`src/rtl/seven_segment_monitor_if.sv`:
```
// Status/stimulus bundle for seven_segment_monitor.
//   segments_in  : raw segment pins, bit0=seg1(top) .. bit6=seg7(middle)
//   clear_errors : synchronous clear of error_count
//   io_oeb       : pad output-enable (constant, pads are inputs)
//   digit, digit_strobe, period_count, period_valid, invalid_pattern,
//   sequence_error, error_count, stalled : monitor results
// master = the side driving the pins (bench / pad ring), slave = the monitor.
interface seven_segment_monitor_if;
  logic [6:0]  segments_in;
  logic        clear_errors;
  logic [6:0]  io_oeb;
  logic [3:0]  digit;
  logic        digit_strobe;
  logic [23:0] period_count;
  logic        period_valid;
  logic        invalid_pattern;
  logic        sequence_error;
  logic [7:0]  error_count;
  logic        stalled;

  modport master (
    output segments_in, clear_errors,
    input  io_oeb, digit, digit_strobe, period_count, period_valid,
           invalid_pattern, sequence_error, error_count, stalled
  );

  modport slave (
    input  segments_in, clear_errors,
    output io_oeb, digit, digit_strobe, period_count, period_valid,
           invalid_pattern, sequence_error, error_count, stalled
  );
endinterface

```
`src/rtl/seven_segment_monitor.sv`:
```
// seven_segment_monitor: receive-side checker for a counting 7-segment bus.
// Synchronises and debounces the segment pins, decodes accepted patterns to
// digits, checks the 0..9 wrap sequence, measures the digit period in clocks
// and keeps a saturating error count.
// Ports:
//   clk, reset : system clock, synchronous active-high reset
//   bus        : seven_segment_monitor_if.slave (pins in, status out)
//   vccd1/vssd1: power pins, only with USE_POWER_PINS
module seven_segment_monitor #(
  parameter int unsigned STABLE_CYCLES = 4,
  parameter logic [23:0] STALL_CYCLES  = 24'hFFFFFF
) (
`ifdef USE_POWER_PINS
  inout wire vccd1,
  inout wire vssd1,
`endif
  input  logic                          clk,
  input  logic                          reset,
  seven_segment_monitor_if.slave        bus
);

  localparam int unsigned    CW      = $clog2(STABLE_CYCLES + 1);
  localparam logic [CW-1:0]  CNT_MAX = CW'(STABLE_CYCLES);

  typedef enum logic {ACQUIRE, LOCKED} state_t;

  logic [6:0]    sync1, sync2, cand, accepted;
  logic [CW-1:0] cnt, cnt_next;
  logic          same, reached, accept;
  logic          dec_valid;
  logic [3:0]    dec_digit, exp_next;
  logic          err_event;

  state_t        state;
  logic [3:0]    digit_q;
  logic          strobe_q, pv_q, inv_q, seq_q;
  logic [23:0]   ctr, period_q;
  logic [7:0]    err_q;

  // Run-length filter: the sample that loads a new candidate counts as the
  // first of the run, so acceptance lands on the STABLE_CYCLES-th equal sample.
  // 'reached' fires once per run; 'accept' only when the pattern changed.
  always_comb begin
    same = (sync2 == cand);
    if (!same)
      cnt_next = CW'(1);
    else if (cnt == CNT_MAX)
      cnt_next = cnt;
    else
      cnt_next = cnt + CW'(1);
    reached = (cnt_next == CNT_MAX) && !(same && (cnt == CNT_MAX));
    accept  = reached && (sync2 != accepted);
  end

  always_ff @(posedge clk) begin
    if (reset) begin
      sync1    <= '0;
      sync2    <= '0;
      cand     <= '0;
      cnt      <= '0;
      accepted <= '0;
    end else begin
      sync1 <= bus.segments_in;
      sync2 <= sync1;
      cand  <= sync2;
      cnt   <= cnt_next;
      if (reached)
        accepted <= sync2;
    end
  end

  always_comb begin
    dec_valid = 1'b1;
    dec_digit = 4'd0;
    case (sync2)
      7'b0111111: dec_digit = 4'd0;
      7'b0000110: dec_digit = 4'd1;
      7'b1011011: dec_digit = 4'd2;
      7'b1001111: dec_digit = 4'd3;
      7'b1100110: dec_digit = 4'd4;
      7'b1101101: dec_digit = 4'd5;
      7'b1111100: dec_digit = 4'd6;
      7'b0000111: dec_digit = 4'd7;
      7'b1111111: dec_digit = 4'd8;
      7'b1100111: dec_digit = 4'd9;
      default:    dec_valid = 1'b0;
    endcase
  end

  assign exp_next  = (digit_q == 4'd9) ? 4'd0 : digit_q + 4'd1;
  assign err_event = accept &&
                     (!dec_valid || ((state == LOCKED) && (dec_digit != exp_next)));

  always_ff @(posedge clk) begin
    if (reset) begin
      state    <= ACQUIRE;
      digit_q  <= '0;
      strobe_q <= 1'b0;
      pv_q     <= 1'b0;
      inv_q    <= 1'b0;
      seq_q    <= 1'b0;
      ctr      <= '0;
      period_q <= '0;
      err_q    <= '0;
    end else begin
      strobe_q <= 1'b0;
      pv_q     <= 1'b0;
      inv_q    <= 1'b0;
      seq_q    <= 1'b0;

      // An event coinciding with the clear still counts.
      if (bus.clear_errors)
        err_q <= {7'd0, err_event};
      else if (err_event && (err_q != '1))
        err_q <= err_q + 8'd1;

      case (state)
        ACQUIRE: begin
          if (accept) begin
            if (dec_valid) begin
              digit_q  <= dec_digit;
              strobe_q <= 1'b1;
              ctr      <= '0;
              state    <= LOCKED;
            end else begin
              inv_q <= 1'b1;
            end
          end
        end
        LOCKED: begin
          if (accept && dec_valid) begin
            digit_q  <= dec_digit;
            strobe_q <= 1'b1;
            pv_q     <= 1'b1;
            period_q <= (ctr == '1) ? ctr : ctr + 24'd1;
            seq_q    <= (dec_digit != exp_next);
            ctr      <= '0;
          end else if (accept) begin
            inv_q <= 1'b1;
            state <= ACQUIRE;
          end else if (ctr != '1) begin
            ctr <= ctr + 24'd1;
          end
        end
        default: state <= ACQUIRE;
      endcase
    end
  end

  assign bus.io_oeb          = '1;
  assign bus.digit           = digit_q;
  assign bus.digit_strobe    = strobe_q;
  assign bus.period_count    = period_q;
  assign bus.period_valid    = pv_q;
  assign bus.invalid_pattern = inv_q;
  assign bus.sequence_error  = seq_q;
  assign bus.error_count     = err_q;
  assign bus.stalled         = (state == LOCKED) && (ctr >= STALL_CYCLES);

endmodule

```
`src/flat_wrapper.sv`:
```
// flat-port wrapper written by rule: the top's interface ports become plain ports
module seven_segment_monitor_flat 
#(
  parameter int unsigned STABLE_CYCLES = 4,
  parameter logic [23:0] STALL_CYCLES  = 24'hFFFFFF
)
  (clk, reset, bus_segments_in, bus_clear_errors, bus_io_oeb, bus_digit, bus_digit_strobe, bus_period_count, bus_period_valid, bus_invalid_pattern, bus_sequence_error, bus_error_count, bus_stalled);
  seven_segment_monitor_if bus_i ();
  input  logic clk;
  input  logic reset;
  input wire logic [$bits(bus_i.segments_in)-1:0] bus_segments_in;
  input wire logic [$bits(bus_i.clear_errors)-1:0] bus_clear_errors;
  output wire logic [$bits(bus_i.io_oeb)-1:0] bus_io_oeb;
  output wire logic [$bits(bus_i.digit)-1:0] bus_digit;
  output wire logic [$bits(bus_i.digit_strobe)-1:0] bus_digit_strobe;
  output wire logic [$bits(bus_i.period_count)-1:0] bus_period_count;
  output wire logic [$bits(bus_i.period_valid)-1:0] bus_period_valid;
  output wire logic [$bits(bus_i.invalid_pattern)-1:0] bus_invalid_pattern;
  output wire logic [$bits(bus_i.sequence_error)-1:0] bus_sequence_error;
  output wire logic [$bits(bus_i.error_count)-1:0] bus_error_count;
  output wire logic [$bits(bus_i.stalled)-1:0] bus_stalled;
  assign bus_i.segments_in = bus_segments_in;
  assign bus_i.clear_errors = bus_clear_errors;
  assign bus_io_oeb = bus_i.io_oeb;
  assign bus_digit = bus_i.digit;
  assign bus_digit_strobe = bus_i.digit_strobe;
  assign bus_period_count = bus_i.period_count;
  assign bus_period_valid = bus_i.period_valid;
  assign bus_invalid_pattern = bus_i.invalid_pattern;
  assign bus_sequence_error = bus_i.sequence_error;
  assign bus_error_count = bus_i.error_count;
  assign bus_stalled = bus_i.stalled;
  seven_segment_monitor #(.STABLE_CYCLES(STABLE_CYCLES), .STALL_CYCLES(STALL_CYCLES)) u_core (.clk(clk), .reset(reset), .bus(bus_i));
endmodule
```
`config.mk`:
```
export PLATFORM = sky130hd
export DESIGN_NAME = seven_segment_monitor_flat
export DESIGN_NICKNAME = d
export VERILOG_FILES = /design/src/rtl/seven_segment_monitor_if.sv /design/src/rtl/seven_segment_monitor.sv /design/src/flat_wrapper.sv
export SDC_FILE = /design/constraint.sdc
export NUM_CORES = 1
export LEC_CHECK = 0
export BUFFER_PORTS_ARGS = -buffer_cell sky130_fd_sc_hd__buf_2
export CORE_AREA = 2 2 99 101
export CTS_CLUSTER_DIAMETER = 200
export CTS_CLUSTER_SIZE = 30
export DETAILED_ROUTE_END_ITERATION = 6
export DIE_AREA = 0 0 101 103
export PLACE_DENSITY = 0.87
export SLEW_MARGIN = 0
export SYNTH_ARGS = -nofsm -noshare
export SYNTH_HDL_FRONTEND = slang
export SYNTH_SLANG_ARGS = --single-unit
```
`constraint.sdc`:
```
create_clock -name clk -period 2.4 [get_ports clk]
set_input_delay 0.6 -clock clk [delete_from_list [all_inputs] [get_ports clk]]
set_output_delay 0.6 -clock clk [all_outputs]
set_load 0.02 [all_outputs]
```
==> results.py, run 1 <==
metrics = {
    "sta": {
        "fmax_mhz": 370.3,
        "setup_viol": 4,
        "tns_ps": -329.7,
        "period_minus_slack_ps": 2700,
        "relSlewSlack_pct": 50.59,
        "slew_viol_final": 0,
        "worstMarginPinSlew_ps": 737.1,
        "worst_slack_ps": -300.5,
        "finClkSkew_ps": 14.58,
        "hold_slack_ps": 424.1,
        "period_share_pct": 112.5,
        "hold_violations": 0,
        "grt_setup_unrepaired": "yes",
    },
    "clock_tree": {
        "ctsHtreeMaxLevel": 3,
        "cts_tree": "yes",
        "cts.sinks": 96,
        "numCtsBuffers": 9,
        "cts_hold_buf": 0,
        "clk_pin_slew_ps": 90,
        "clock_path_buffers": 2,
        "root_buffer": "clkbuf_8",
        "clock_latency_ps": 390,
    },
    "power_and_ir_drop": {
        "p_leak_nw": 2.304,
        "p_clk_share_pct": 36.2,
        "switching_share_pct": 24.95,
        "p_per_area_nw_per_um2": 467.9,
        "ir_drop_mv": 0.3914,
        "power_mw": 2.807,
        "p_switching_mw": 0.7004,
        "internal_power_mw": 2.107,
        "pwr-share-seq_pct": 57.6,
        "p_comb_share_pct": 6.2,
    },
    "synth": {
        "synth_edf_count": 0,
        "synth_warnings": 0,
        "yosys.area.top_type_share_pct": 39.52,
        "synthCells": 554,
        "seq_area_frac_synth_pct": 39.52,
        "yosys.area.top_type": "dfxtp_1",
        "ys_ff_latch": 96,
        "synth_top_cells_by_area": "dfxtp_1 (40%), nor2_1 (6.0%), xnor2_1 (5.4%), mux2i_1 (3.3%), nand2_1 (3.2%)",
        "syn_area_um2": 4863,
        "synth_cell_type_count": 65,
        "ys_async_sr_fraction_pct": 0,
        "avgSynthCellArea_um2": 8.779,
        "synth_ff_type": "dfxtp_1",
    },
    "global_route": {
        "use_met2_pct": 38.87,
        "use_met3_pct": 6.712,
        "top_usage_layer": "met2",
        "grt_pass1_wl_um": 18840,
        "grtUsageMet1_pct": 26.56,
        "grt_pass1_vias": 4120,
        "grt_start_max_net_pins": 46,
        "track_usage_pct": 22.77,
        "antenna_found_initial": 0,
        "overflow": 0,
    },
    "setup_path": {
        "worstPathRequired_ps": 1800,
        "cp_slowest_cell": "dfxtp_2",
        "critical_path_class": "reg2out",
        "critPathArrivalTime_ps": 2100,
        "worst-path-max-fanout": 2,
        "crit_path_frequent_cell": "nand4_1",
        "max_stage_delay_ps": 360,
        "r2r_cells": 10,
        "worstSetupEndpointType": "output pin",
        "crit_path_start": "u_core.ctr[0]",
        "start_kind": "register",
        "r2r_slack_ps": -10,
        "reg2reg_from": "u_core.sync2[2]",
        "crit_path_cell_trace": "ha_4, and2_4, nand4_1, nor3_2, buf_4, nand4_1, nor2_4, buf_6",
        "crit_cells": 8,
        "reg2reg_to": "u_core.bus.error_count[7]",
        "endpoint": "bus_stalled",
        "cp_top_family": "simple AND/OR/NAND/NOR gates",
        "path_buf_inv": 2,
    },
    "die": {
        "die_h_um": 103,
        "fp.dieW_um": 101,
        "placementRows": 36,
        "initial_utilization_pct": 51.42,
        "ios": 58,
        "die-area_um2": 10400,
        "coreArea_um2": 9459,
    },
    "worst_hold_path": {
        "worstHoldPathType": "in2reg",
    },
    "cells_and_area": {
        "drive_gt1_share_pct": 29.85,
        "layout_commonest_cell": "dfxtp_1",
        "final_cells": 764,
        "nets": 660,
        "area_growth_pct": 23.36,
        "fin_util_pct": 63.43,
        "final_cell_mix": "dfxtp_1 (85), nor2_1 (76), buf_4 (60), buf_2 (49), nand2_1 (42)",
        "antenna_cells": 0,
    },
    "route": {
        "via_count": 4550,
        "via_per_inst": 5.955,
        "antenna_left": 0,
        "drt_iter0_drc": 309,
        "drc_errors": 0,
        "dr.pass1.iters": 5,
        "post_drt_wl_per_cell_um": 16.84,
        "drt_wl_total_um": 12860,
    },
    "run": {
        "maxCapViolCount": 0,
    },
    "place": {
        "gp_congestion": 0.8885,
        "io_buffers": 50,
        "dp_hpwl_um": 7919,
        "dp_cells": 729,
    },
    "outcome": {
        "violations": "setup timing",
        "outcome": "finished with violations",
    },
}
cell type report:
cell class              count  area [um2]
fillers                   700        3460
multi-input cells         411        2875
flip-flops and latches     96        1943
repair buffers            118       819.5
clock buffers              11       151.4
well taps                 114       142.6
inverters                  10       37.54
clock inverters             4       30.03
kinds of logic after synthesis:
logic type      share of synthesized area (%)
compound gates                          13.71
mux                                     4.219
buf+inv                                 5.737
fa+ha+maj                               1.261
xor+xnor                                8.413
flops                                   39.52
other cells                           0.07711
simple gates                            27.06
per-layer routing:
layer | part of all wire (%) | vias up | wire, um
met3 | 7.6 | 58 | 983
met4 | 4.3 | 0 | 553
met1 | 38 | 2122 | 4932
met2 | 50 | 262 | 6394
met5 | 0 | - | 0
li1 | - | 2108 | -
sequential cells by signal, summed over array words and instances (netlist names), named ones only:
register and flops:
u_core.accepted 7, u_core.bus.digit 4, u_core.bus.digit_strobe 1, u_core.bus.error_count 8, u_core.bus.invalid_pattern 1, u_core.bus.period_count 24
u_core.bus.period_valid 1, u_core.bus.sequence_error 1, u_core.cand 7, u_core.cnt 3, u_core.ctr 24, u_core.sync1 7
u_core.sync2 7
cell usage after synthesis (13+ instances only):
master and count:
nor2b_1 22, a21oi_1 17, a311oi_1 17, nand3_1 14, nand4_1 21, mux2i_1 16
clkbuf_1 17, xor2_1 13, dfxtp_1 96, and3_1 16, nor2_1 78, xnor2_1 30
nand2_1 42
power groups by stage:
stage                     Clock (mW)  Sequential (mW)  Combinational, mW
final                           1.02             1.62              0.173
after detailed placement           0             1.66              0.153
after CTS                       1.02             1.62              0.156
after global routing            1.08             1.62              0.188
after floorplan                    0             1.65              0.117
after global placement             0             1.66              0.147
metrics by stage:
step                      worst slack [ps]  area [um2]
after floorplan                     0.1408        4905
after global placement               2.635        5430
after detailed placement            -50.30        5430
after CTS                           -101.5        5754
after global routing                -356.5        6000
final                               -300.5        6000
worst register-to-register path, cell delays in order, from the launching register on:
cell	delay (ps)
dfxtp_2	340
buf_6	120
buf_6	110
or3b_4	390
o2bb2ai_4	190
or3_4	160
a211oi_4	70
buf_4	150
o31a_4	370
a211oi_2	270
mux2i_1	200
how the worst min path moves through the flow:
stage	start	endpoint	slack, ps	cells past startpoint
after floorplan	u_core.sync1[0]	u_core.sync2[0]	410	1
after global placement	u_core.sync1[6]	u_core.sync2[6]	420	1
after detailed placement	u_core.sync1[0]	u_core.sync2[0]	420	1
after CTS	bus_segments_in[2]	u_core.sync1[2]	410	2
after global routing	bus_segments_in[2]	u_core.sync1[2]	420	2
final	bus_segments_in[2]	u_core.sync1[2]	420	2
timing repair:
action / CTS / global route
cloned: 0 / 1
setup endpoints to repair: 16 / 58
buffers inserted: 7 / 14
pin swaps: 10 / 28
resized for setup: 24 / 30
No activity file was read; power rests on OpenSTA's default activity.
==> run 2, diff against run 1 <==
PLACE_DENSITY = 0.76   (was 0.87)
SKIP_CTS_REPAIR_TIMING = 1   (was unset)
==> results.py, run 2 (synthesized netlist as in run 1, its figures left out) <==
metrics = {
    "die": {
        "ios": 58,
        "die-area_um2": 10400,
        "initial_utilization_pct": 51.42,
        "coreArea_um2": 9459,
        "fp.dieW_um": 101,
        "placementRows": 36,
        "die_h_um": 103,
    },
    "power_and_ir_drop": {
        "ir_drop_mv": 0.3983,
        "power_mw": 2.822,
        "p_leak_nw": 2.233,
        "p_per_area_nw_per_um2": 483.2,
    },
    "clock_tree": {
        "root_buffer": "clkbuf_8",
        "clk_pin_slew_ps": 90,
        "clock_latency_ps": 370,
        "ctsHtreeMaxLevel": 3,
        "numCtsBuffers": 9,
        "cts.sinks": 96,
        "clock_path_buffers": 2,
        "cts_tree": "yes",
    },
    "route": {
        "drt_iter0_drc": 316,
        "route.met2.wl_um": 5830,
        "via_count": 4288,
        "drc_errors": 0,
        "met1_length_um": 4910,
        "via_per_inst": 5.710,
        "drt_wl_total_um": 11420,
        "wl_met3_um": 505,
        "post_drt_wl_per_cell_um": 15.21,
        "antenna_left": 0,
        "routed.top_layer": "met4",
        "dr.pass1.iters": 5,
    },
    "sta": {
        "slew_viol_final": 0,
        "grt_setup_unrepaired": "yes",
        "period_minus_slack_ps": 2542,
        "period_share_pct": 105.9,
        "fmax_mhz": 393.4,
        "tns_ps": -141.9,
        "worst_slack_ps": -141.9,
        "hold_violations": 0,
        "setup_viol": 1,
        "worstMarginPinSlew_ps": 672.7,
        "relSlewSlack_pct": 54.91,
        "finClkSkew_ps": 9.927,
    },
    "setup_path": {
        "r2r_slack_ps": 60,
        "worstSetupEndpointType": "output pin",
        "critPathArrivalTime_ps": 1940,
        "worstPathRequired_ps": 1800,
        "reg2reg_to": "u_core.bus.error_count[4]",
        "worst-path-max-fanout": 3,
        "r2r_cells": 9,
        "reg2reg_from": "u_core.sync2[6]",
        "start_kind": "register",
        "critical_path_class": "reg2out",
    },
    "place": {
        "dp_hpwl_um": 7959,
        "io_buffers": 50,
        "gp_congestion": 0.8586,
    },
    "outcome": {
        "outcome": "finished with violations",
        "violations": "setup timing",
    },
    "global_route": {
        "track_usage_pct": 21.29,
        "overflow": 0,
        "grt_start_max_net_pins": 31,
        "grt_pass1_vias": 3908,
        "antenna_found_initial": 0,
        "grt_pass1_wl_um": 17800,
    },
    "run": {
        "maxCapViolCount": 0,
    },
    "worst_hold_path": {
        "worstHoldPathType": "in2reg",
        "min_from": "bus_segments_in[2]",
        "worst_hold_path.endpoint": "u_core.sync1[2]",
        "hold_depth": 2,
    },
    "cells_and_area": {
        "area_growth_pct": 20.07,
        "antenna_cells": 0,
        "nets": 646,
        "final_cell_mix": "dfxtp_1 (88), nor2_1 (76), buf_2 (49), buf_4 (48), nand2_1 (41)",
        "layout_commonest_cell": "dfxtp_1",
        "drive_gt1_share_pct": 27.00,
    },
}
==> run 2: changes by cell type in the layout (fill, tap and decap cells not counted), sizes merged <==
cell    delta
inv        +1
buf       -13
clkinv     -1
==> run 2: worst max path at each step <==
stage	slack, ps	startpoint	end
2_1_floorplan	0.1	u_core.ctr[1]	bus_stalled
3_3_place_gp	-20	u_core.sync2[0]	u_core.bus.error_count[3]
3_5_place_dp	-60	u_core.sync2[0]	u_core.bus.error_count[7]
4_1_cts	-250	u_core.ctr[1]	bus_stalled
5_1_grt	-240	u_core.ctr[1]	bus_stalled
6_report	-140	u_core.ctr[1]	bus_stalled
==> run 2: routing by layer <==
layer  vias up  GRT usage, %
met2       132         37.08
met4         0         8.316
met3        20         4.136
li1       2088             -
met5         -             0
met1      2048         26.10
==> run 2: cell type report <==
cell class	count	area (um2)
Sequential cell	96	1932
Clock buffer	12	165.2
Inverter	10	37.54
Multi-Input combinational cell	411	2834
Fill cell	775	3620
Tap cell	114	142.6
Clock inverter	4	26.28
Timing Repair Buffer	104	701.9
==> run 2: critical path, cell delays in order (launching register included) <==
cell and delay [ps]:
dfxtp_2 360, ha_4 140, and2_4 130, nand4_1 150, nor3_2 210, buf_4 150, nand4_1 160, nor2_4 140
buf_6 130
==> run 2: stage by stage <==
step           cells  instance area (um2)  worst slack [ps]  hold slack [ps]  utilization [%]
4_1_cts          743                 5619            -246.1            424.9            59.40
5_1_grt          751                 5839            -244.2            430.7            61.73
2_1_floorplan    560                 4905            0.1408            413.8                -
3_5_place_dp     727                 5428            -57.27            420.4            57.38
3_3_place_gp     727                 5428            -24.41            416.1            57.38
6_report         751                 5839            -141.9            433.1            61.73
==> run 2: report_power, final <==
part | internal [mW] | total [mW] | switching, mW
registers | 1.61 | 1.62 | 0.0108
logic | 0.0726 | 0.174 | 0.102
clock network | 0.462 | 1.03 | 0.565
total | 2.14 | 2.82 | 0.678
